## config.mk

```make
export PLATFORM = sky130hd
export DESIGN_NAME = uart_tx_frame
export DESIGN_NICKNAME = d
export VERILOG_FILES = /design/src/rtl/uart_tx_frame.sv
export SDC_FILE = /design/constraint.sdc
export NUM_CORES = 1
export LEC_CHECK = 0
export CAP_MARGIN = 15
export CORE_MARGIN = 2
export CORE_UTILIZATION = 40
export CTS_BUF_LIST = sky130_fd_sc_hd__clkbuf_4 sky130_fd_sc_hd__clkbuf_8 sky130_fd_sc_hd__clkbuf_16
export DETAILED_ROUTE_END_ITERATION = 8
export PLACE_DENSITY = 0.71
export SLEW_MARGIN = 10
export SYNTH_ARGS = -nofsm -noshare
export SYNTH_HDL_FRONTEND = slang
export SYNTH_SLANG_ARGS = --single-unit
```

## constraint.sdc

```tcl
create_clock -name CLK -period 3.4 [get_ports CLK]
set_input_delay 0.51 -clock CLK [delete_from_list [all_inputs] [get_ports CLK]]
set_output_delay 0.51 -clock CLK [all_outputs]
set_load 0.05 [all_outputs]
```

## src/rtl/uart_tx_frame.sv

```systemverilog
// -----------------------------------------------------------------------------
// uart_tx_frame
//   UART transmitter: serializes one parallel word into a frame of
//   start bit, DATA_WIDTH data bits (LSB first), optional parity bit and
//   stop bit. Each serial bit is held for PRESCALE CLK cycles; a PRESCALE
//   of 0 wraps the PRESCALE_WIDTH-bit edge counter and gives
//   2**PRESCALE_WIDTH cycles per bit.
//
//   Compile-time option:
//     UART_TX_TWO_STOP_EN  - when defined, the stop phase lasts two bit
//                            times (two stop bits); otherwise one.
//
//   All request-side inputs are captured at accept, so later changes on
//   P_DATA / PAR_EN / PAR_TYP / PRESCALE never disturb a frame in flight.
//   DATA_VALID outside IDLE is ignored; there is no queue.
// -----------------------------------------------------------------------------
module uart_tx_frame #(
   parameter int DATA_WIDTH     = 8,
   parameter int PRESCALE_WIDTH = 6
) (
   input  logic                      CLK,
   input  logic                      RST,
   input  logic [DATA_WIDTH-1:0]     P_DATA,
   input  logic                      DATA_VALID,
   input  logic                      PAR_EN,
   input  logic                      PAR_TYP,
   input  logic [PRESCALE_WIDTH-1:0] PRESCALE,
   output logic                      TX_OUT,
   output logic                      BUSY
);

   localparam int BIT_CNT_WIDTH = (DATA_WIDTH > 1) ? $clog2(DATA_WIDTH) : 1;
   localparam logic [BIT_CNT_WIDTH-1:0] LAST_DATA_BIT = BIT_CNT_WIDTH'(DATA_WIDTH - 1);

   typedef enum logic [2:0] {
      S_IDLE,
      S_START,
      S_DATA,
      S_PARITY,
      S_STOP
   } state_t;

   state_t                       state_q;
   logic [PRESCALE_WIDTH-1:0]    edge_cnt_q;
   logic [BIT_CNT_WIDTH-1:0]     bit_cnt_q;
   logic [DATA_WIDTH-1:0]        shift_q;      // data still to be sent, LSB next
   logic                         par_en_q;
   logic                         parity_q;     // parity bit value, fixed at accept
   logic [PRESCALE_WIDTH-1:0]    prescale_q;
   logic                         tx_out_q;
   logic                         busy_q;
`ifdef UART_TX_TWO_STOP_EN
   logic                         stop_second_q; // second stop bit in progress
`endif

   logic [PRESCALE_WIDTH-1:0]    edge_last_d;
   logic                         bit_end_d;

   // Bit-end detect: last cycle of the current bit, in PRESCALE_WIDTH-bit
   // arithmetic so PRESCALE=0 naturally yields a full-range bit time.
   // NOTE: every signal assigned in a combinational block gets a value on
   // every path, otherwise synthesis infers a latch.
   always_comb begin
      edge_last_d = prescale_q - PRESCALE_WIDTH'(1);
      bit_end_d   = (edge_cnt_q == edge_last_d);
   end

   // Frame FSM with registered TX_OUT / BUSY; each output is updated on the
   // same edge that enters a state or bit, so every bit is exactly
   // PRESCALE cycles wide on the line.
   // NOTE: sequential state uses non-blocking assignments so all registers
   // update together from pre-edge values, independent of statement order.
   always_ff @(posedge CLK or negedge RST) begin
      if (!RST) begin
         state_q       <= S_IDLE;
         edge_cnt_q    <= '0;
         bit_cnt_q     <= '0;
         shift_q       <= '0;
         par_en_q      <= 1'b0;
         parity_q      <= 1'b0;
         prescale_q    <= '0;
         tx_out_q      <= 1'b1;
         busy_q        <= 1'b0;
`ifdef UART_TX_TWO_STOP_EN
         stop_second_q <= 1'b0;
`endif
      end else begin
         // Edge counter runs in every non-idle state and rests at 0 in IDLE.
         if (state_q == S_IDLE || bit_end_d) begin
            edge_cnt_q <= '0;
         end else begin
            edge_cnt_q <= edge_cnt_q + PRESCALE_WIDTH'(1);
         end

         unique case (state_q)
            S_IDLE: begin
               bit_cnt_q <= '0;
               tx_out_q  <= 1'b1;
               busy_q    <= 1'b0;
               if (DATA_VALID) begin
                  shift_q    <= P_DATA;
                  par_en_q   <= PAR_EN;
                  parity_q   <= (^P_DATA) ^ PAR_TYP;
                  prescale_q <= PRESCALE;
                  tx_out_q   <= 1'b0;
                  busy_q     <= 1'b1;
                  state_q    <= S_START;
`ifdef UART_TX_TWO_STOP_EN
                  stop_second_q <= 1'b0;
`endif
               end
            end

            S_START: begin
               if (bit_end_d) begin
                  bit_cnt_q <= '0;
                  tx_out_q  <= shift_q[0];
                  shift_q   <= shift_q >> 1;
                  state_q   <= S_DATA;
               end
            end

            S_DATA: begin
               if (bit_end_d) begin
                  if (bit_cnt_q == LAST_DATA_BIT) begin
                     bit_cnt_q <= '0;
                     if (par_en_q) begin
                        tx_out_q <= parity_q;
                        state_q  <= S_PARITY;
                     end else begin
                        tx_out_q <= 1'b1;
                        state_q  <= S_STOP;
                     end
                  end else begin
                     bit_cnt_q <= bit_cnt_q + BIT_CNT_WIDTH'(1);
                     tx_out_q  <= shift_q[0];
                     shift_q   <= shift_q >> 1;
                  end
               end
            end

            S_PARITY: begin
               if (bit_end_d) begin
                  tx_out_q <= 1'b1;
                  state_q  <= S_STOP;
               end
            end

            S_STOP: begin
               if (bit_end_d) begin
`ifdef UART_TX_TWO_STOP_EN
                  if (!stop_second_q) begin
                     stop_second_q <= 1'b1;
                  end else begin
                     stop_second_q <= 1'b0;
                     busy_q        <= 1'b0;
                     state_q       <= S_IDLE;
                  end
`else
                  busy_q  <= 1'b0;
                  state_q <= S_IDLE;
`endif
               end
            end

            default: begin
               tx_out_q <= 1'b1;
               busy_q   <= 1'b0;
               state_q  <= S_IDLE;
            end
         endcase
      end
   end

   assign TX_OUT = tx_out_q;
   assign BUSY   = busy_q;

endmodule

```

### Word level (Yosys, flattened, before mapping)

Cells that the tools add are included.

* bits of input ports: 19
* output and inout bits: 2
* register bits: 30
* word-level logic and storage cells: 66

* equality and inequality tests: 13
* add/sub/neg operators: 3
* muxes and demuxes: 27
* bitwise operators: 3
* reduce and logical (&&, ||, !) cells: 11

Operators with widths (number)
* 2-to-1 mux 8 bit: 4
* 2-to-1 mux 3 bit: 9
* case mux 8 bit (3 select lines): 1
* case mux 3 bit (5 select lines): 1
* inequality test 2 bit, second input constant: 7
* case mux 3 bit (3 select lines): 1
* 2-to-1 mux 1 bit: 8
* parity 8 bit: 1
* adder 6 x 1 -> 6 bit, second input constant: 1
* equality test 3 x 2 -> 1 bit, second input constant: 2
* equality test 3 bit, second input constant: 2
* equality test 6 bit: 1
* 2-to-1 mux 6 bit: 1
* AND reduction 6 bit: 1
* subtractor 6 x 1 -> 6 bit, second input constant: 1
* case mux 1 bit (5 select lines): 1
* AND reduction 5 bit: 1
* AND reduction 2 bit: 2
* AND reduction 4 bit: 1
* adder 3 x 1 -> 3 bit, second input constant: 1
* equality test 3 x 1 -> 1 bit, second input constant: 1
* zero test 3 bit: 1
* case mux 1 bit (3 select lines): 1
* AND reduction 3 bit: 1
* 5 further kinds: 6

### Logic depth before layout (Yosys ltp)

Gate-level depths: netlist of the first run.

* word-level depth: 4
* mapped depth: 9
* mapped depth without buffers: 7

### Least setup slack after synthesis of the first run

Ideal clock, no wire load.

* path kind: register -> register
* start point: register bit_cnt_q[0]
* end point: register shift_q[3]
* cell stages (with the launch flop): 9
* path buffers: 2
* required time: 3313 ps
* arrival: 2009 ps
* slack: 1304 ps
* setup time: 87 ps
* clock period less this slack: 2096 ps
* cells stage by stage: dfrtp_1 ha_1 ha_1 or3b_1 a21oi_1 buf_2 buf_4 nand3_1 o211ai_1

* word-level cells in the longest chain between the ends: 3

RTL lines
* start: declaration: line 45 `logic [BIT_CNT_WIDTH-1:0] bit_cnt_q;`
* start signal: assignment: line 135 `bit_cnt_q <= bit_cnt_q + BIT_CNT_WIDTH'(1);`
* equality test 3 bit: line 125 `if (bit_cnt_q == LAST_DATA_BIT) begin`
* inequality test 2 bit (no source line)
* AND reduction 5 bit (no source line)
* end signal: assignment: line 118 `shift_q <= shift_q >> 1;`
* end signal: assignment: line 137 `shift_q <= shift_q >> 1;`
* end: declaration: line 46 `logic [DATA_WIDTH-1:0] shift_q;`

Every way passes these cells.
A chain may end at the register's enable or synchronous reset.

### Final worst setup path of the first run

* start point: register prescale_q[0]
* end point: register state_q[0]

* word-level cells in the longest chain between the ends: 4
* elaborated cells on any way between the ends: 7
* classes of those cells: add/sub (1); eq/ne (5); reduce/logical (1)

RTL lines
* start: declaration: line 49 `logic [PRESCALE_WIDTH-1:0] prescale_q;`
* start signal: assignment: line 81 `prescale_q <= '0;`
* start signal: assignment: line 104 `prescale_q <= PRESCALE;`
* subtractor 6 x 1 -> 6 bit (*): line 64 `edge_last_d = prescale_q - PRESCALE_WIDTH'(1);`
* equality test 6 bit (*): line 65 `bit_end_d = (edge_cnt_q == edge_last_d);`
* inequality test 2 bit (no source line)
* AND reduction 6 bit (no source line) (*)
* end signal: assignment: line 75 `state_q <= S_IDLE;`
* end signal: assignment: line 107 `state_q <= S_START;`
* end signal: assignment: line 119 `state_q <= S_DATA;`
* end: declaration: line 43 `state_t state_q;`

Mark *: on every way between the ends. The rest lies on a longest branch, timed or not.

==> flow_summary.toml, run 1 <==
[timing]
final.setup.tns_ns = 0
fin_crit_ns = 2.482
hold_viol = 0
min_period_over_period_pct = 73.00
worst_pin_slew_ns = 0.9332
slew_headroom_pct = 37.79
whs_ns = 0.5172
rsz0062_at_grt = "no"
setup_ws_ns = 0.9179
clock.fmax_ghz = 0.4029
fin_skew_ns = 0.002743
maxSlewViolCount = 0
setup_violations = 0

[drt]
first_iter_violations = 124
routedWlPerCell_um = 14.99
drt-vias-per-instance = 5.786
drc = 0
vias = 1516
ant_nets = 0
finalWirelength_um = 3927
dr.pass1.iters = 4

[cts]
clk_latency_ns = 0.28
htree_levels = 2
cts_made_buffers = 5
cts_buffer_depth = 2
cts_sinks = 30
cts_root_buffer = "clkbuf_8"
post_cts_buffers = 0
cts_hold_buffers = 0
clkTransAtPathRegs_ns = 0.06
cts_tree = "done"
cts_resized = 0

[synthesis]
synthFlopType = "dfrtp_1"
synth_area_leader_cell = "dfrtp_1"
async_flop_share_pct = 100.0
syn_inst = 192
synth_top_area_share_pct = 38.82
synth_area_leaders = "dfrtp_1 39%, o211ai_1 7.2%, xnor2_1 6.1%"
yosys_warnings = 0
syn_nets = 215
synth_area_per_cell_um2 = 9.736
ys_seq_elements = 30
synth_edf_count = 0
yosysSeqAreaShare_pct = 40.23
syn_area_um2 = 1869
synth_cell_types = 41

[power]
p_leak_nw = 0.9263
p_per_area_nw_per_um2 = 317.0
irDropWorstVdd_uv = 171.9
p_total_uw = 689.7

[global_routing]
grt_pass1_wl_um = 6844
grt_antenna_before_repair = 0
grt_overflow = 0
grt_pass1_vias = 1471
grt_max_degree = 31
grtUsageTotal_pct = 16.76

[die]
die_h_um = 72.36
fp.dieW_um = 72.36
initial_core_util_pct = 42.35
num_rows = 24
die-area_um2 = 5236
core-area_um2 = 4414
ioPinCount = 21

[job]
maxCapViolCount = 0

[final_layout]
antenna_cells = 0
n_fill_cell = 412
drive_gt1_share_pct = 10.00
fin_cells = 262
design_area_um2 = 2176
final_core_utilization_pct = 49.29
nNetsFinal = 233
syn_to_final_growth_pct = 16.40

[setup_path]
critPathCaptureType = "register"
cp-start-kind = "register"
path_class = "reg2reg"
crit_start = "prescale_q[0]"
r2r_cells = 7
critPathCapture = "state_q[0]"
r2r_start = "prescale_q[0]"
r2r_slack_ns = 0.92
crit_fanout = 18
critical_path_arrival_ns = 2.61
rr_endpoint = "state_q[0]"
critPathRequiredTime_ns = 3.53

[placement]
placed_area_um2 = 2092
dp_hpwl_um = 2714
io_buffers = 20
dp_cells = 255
pre_cts_slack_ns = 0.9314
routabilityCongestion = 0.7682

[min_path]
whs_path_depth = 1
min_path_type = "reg2reg"

[status]
status = "completed"
==> critical path, stage by stage, from the launching register on <==
cell and delay [ns]:
dfrtp_1 0.43, inv_1 0.06, ha_1 0.23, nand2b_1 0.17, a21oi_1 0.15, o31a_1 0.62
or2_1 0.49, o211ai_1 0.17
==> layout by cell type, fill, tap and decap left out, types with 2 or more instances in the layout <==
cell type        instances
nor2_1                   6
clkbuf_4                 2
or4_1                    2
nand3_1                 11
xnor2_1                 13
clkbuf_8                 5
o21ai_0                  6
nor3_1                  10
nand2_1                 11
nand2b_1                 3
clkdlybuf4s50_1         20
a21oi_1                  7
o31a_1                   4
inv_1                    7
o221ai_1                 4
xor2_1                   5
a31oi_1                  7
buf_4                    2
nand3b_1                 2
nor2b_1                  8
o211ai_1                18
dfrtp_1                 29
ha_1                     4
mux2_2                   7
==> power breakdown <==
group | switching, mW | internal (mW) | total (mW) | leakage [nW]
clock network | 0.126 | 0.156 | 0.282 | 0.0452
registers | 0 | 0.357 | 0.357 | 0.349
logic | 0.0203 | 0.0302 | 0.0504 | 0.532
total | 0.146 | 0.544 | 0.690 | 0.926
==> metal layers <==
layer	track usage, %	up-vias	share of wire, %
met2	24.87	21	44
met5	0	-	0
met3	2.917	9	2.8
met4	9.224	0	2.6
met1	23.14	736	50
li1	-	750	-
==> Yosys cell counts (2+ instances only) <==
master    number
o211ai_1      18
o31a_1         4
nand3_1       11
clkbuf_1       5
dfrtp_1       29
buf_2          4
o21ai_0        6
nand3b_1       2
nor2b_1        8
nand2b_1       3
nor2_1         6
a21oi_1        7
mux2_2         7
xnor2_1       13
nand2_1       11
ha_1           4
a31oi_1        7
nor3_1        10
o221ai_1       4
or4_1          2
inv_1          7
xor2_1         5
==> worst min-delay path by stage <==
stage / end / slack (ns) / start
floorplan: BUSY / 0.21 / RST
global placement: par_en_q / 0.49 / par_en_q
detailed placement: par_en_q / 0.50 / par_en_q
CTS: par_en_q / 0.52 / par_en_q
global route: par_en_q / 0.52 / par_en_q
finish: par_en_q / 0.52 / par_en_q
==> state kept, by name, summed over array words and instances, names as in the netlist <==
name and flops:
bit_cnt_q 3, state_q 3, BUSY 1, shift_q 8
par_en_q 1, edge_cnt_q 6, parity_q 1, TX_OUT 1
prescale_q 6
==> area by class of cell <==
class,instances,area (um2),area share [%]
repair buffers,22,215.2,9.891
well taps,52,65.06,2.990
multi-input cells,144,1033,47.50
inverters,7,26.28,1.208
clock buffers,7,83.83,3.853
flip-flops and latches,30,752.0,34.56
==> cell families (layout without fill, tap and decap cells) <==
kind of cell               count (synthesis)  in the layout  synth area share (%)
AOI/OAI and AO/OA                         54             54                 21.29
xor gates and xnor gates                  18             18                 8.434
adders and majority gates                  4              4                 2.677
buffers and inverters                     18             36                 4.485
DFF                                       30             30                 40.23
muxes                                      8              8                 4.753
and+or+nand+nor                           60             60                 18.14
(Power assumes the default switching activity.)
==> run 2, diff against run 1 <==
Clock period 3.4 ns to 2.45 ns, I/O delays scaled along.
==> run 2 against run 1 <==
Effect of this change: combinational power is 44% higher; register-to-register slack got worse by 0.61 ns; fmax rose by 16%.
==> flow_summary.toml, run 2 (synthesis gave the netlist of run 1 again) <==
[die]
die-area_um2 = 5236
die_h_um = 72.36
fp.dieW_um = 72.36
core-area_um2 = 4414
initial_core_util_pct = 42.35
ioPinCount = 21
num_rows = 24

[timing]
final.setup.tns_ns = 0
setup_violations = 0
maxSlewViolCount = 0
worst_pin_slew_ns = 0.5444
min_period_over_period_pct = 87.31
slew_headroom_pct = 63.71
fin_crit_ns = 2.139
fin_skew_ns = 0.006944
hold_viol = 0
clock.fmax_ghz = 0.4675
rsz0062_at_grt = "no"

[cts]
cts_made_buffers = 5
clkTransAtPathRegs_ns = 0.06
cts_sinks = 30
cts_buffer_depth = 2
post_cts_buffers = 0
clk_latency_ns = 0.28
cts_root_buffer = "clkbuf_8"
htree_levels = 2
cts_tree = "done"
cts_resized = 0
cts_hold_buffers = 0

[drt]
dr.pass1.iters = 4
ant_nets = 0
finalWirelength_um = 3842
drc = 0
vias = 1526
first_iter_violations = 71
routedWlPerCell_um = 14.39
drt-vias-per-instance = 5.715

[setup_path]
critical_path_arrival_ns = 2.31
cp-start-kind = "register"
r2r_cells = 7
critPathRequiredTime_ns = 2.62
critPathCaptureType = "register"
crit_fanout = 12
path_class = "reg2reg"

[final_layout]
drive_gt1_share_pct = 12.09
largest-register = "shift_q"
design_area_um2 = 2213
nNetsFinal = 237
n_fill_cell = 409
antenna_cells = 0
largest_reg_flops = 8
layout_common_cells = "29 x dfrtp_1, 20 x clkdlybuf4s50_1, 18 x o211ai_1"
syn_to_final_growth_pct = 18.41
largest_registers = "shift_q x8, edge_cnt_q x6, prescale_q x6"
mostFrequentLayoutCell = "dfrtp_1"

[placement]
io_buffers = 20
dp_hpwl_um = 2679
routabilityCongestion = 0.7736
placed_area_um2 = 2122

[global_routing]
grtUsageTotal_pct = 15.85
grt_pass1_vias = 1426
grt_overflow = 0
grt_pass1_wl_um = 6479
grt_antenna_before_repair = 0
grt_max_degree = 31

[job]
maxCapViolCount = 0

[min_path]
min_path_type = "in2async"

[status]
status = "completed"

[power]
irDropWorstVdd_uv = 229.8
p_leak_nw = 0.9488
p_per_area_nw_per_um2 = 441.9
[run 2: changes by cell type in the layout (fill, tap and decap cells not counted), sizes merged]
cell | before | now
buf | 2 | 6
clkbuf | 7 | 8
[run 2: final timing paths]
kind                            endpoint  slack, ns     startpoint
setup / recovery              state_q[2]       0.31  prescale_q[0]
hold / removal             prescale_q[3]       0.47            RST
setup reg to reg              state_q[2]       0.31  prescale_q[0]
hold reg to reg                 par_en_q       0.51       par_en_q
max in group asynchronous         TX_OUT       1.66            RST
min in group CLK                par_en_q       0.51       par_en_q
[run 2: where the power goes]
part / leakage, nW / switching, mW / internal (mW)
sequential: 0.349 / 0 / 0.496
clock: 0.0498 / 0.175 / 0.234
combinational: 0.550 / 0.0307 / 0.0420
total: 0.949 / 0.206 / 0.772
[run 2: per-layer routing]
layer	wire (um)	share of wire [%]	vias up	GRT usage (%)
met5	0	0	-	0
met4	58	1.5	0	5.870
met3	158	4.1	5	3.750
met2	1699	44	34	25.28
met1	1925	50	726	20.95
li1	-	-	761	-
[run 2: final cells by class]
| cell class | instances | area [um2] | share of cell area (%) |
|---|---|---|---|
| Inverter | 7 | 26.28 | 1.187 |
| Sequential cell | 30 | 752.0 | 33.97 |
| Multi-Input combinational cell | 144 | 1033 | 46.69 |
| Clock buffer | 8 | 91.34 | 4.127 |
| Timing Repair Buffer | 26 | 245.2 | 11.08 |
| Tap cell | 52 | 65.06 | 2.940 |
[run 2: worst max-delay path, stage by stage, from the launching register on]
cell and delay (ns):
dfrtp_1 0.44, inv_1 0.08, ha_1 0.24, nand2b_1 0.17, o211a_1 0.13, o31a_1 0.26
or2_1 0.40, a32o_1 0.32
[run 2: per-stage QoR]
| stage | setup slack (ns) | cells | power (mW) | utilization, % | hold slack (ns) |
|---|---|---|---|---|---|
| 5_1_grt | 0.1901 | 267 | 1.016 | 50.14 | 0.5110 |
| 2_1_floorplan | 0.3542 | 192 | 0.5284 | - | 0.07191 |
| 6_report | 0.3110 | 267 | 0.9781 | 50.14 | 0.4670 |
| 3_3_place_gp | 0.3809 | 259 | 0.5774 | 48.07 | 0.4887 |
| 3_5_place_dp | 0.3240 | 259 | 0.5787 | 48.07 | 0.4931 |
| 4_1_cts | 0.3087 | 267 | 0.9898 | 50.14 | 0.4867 |
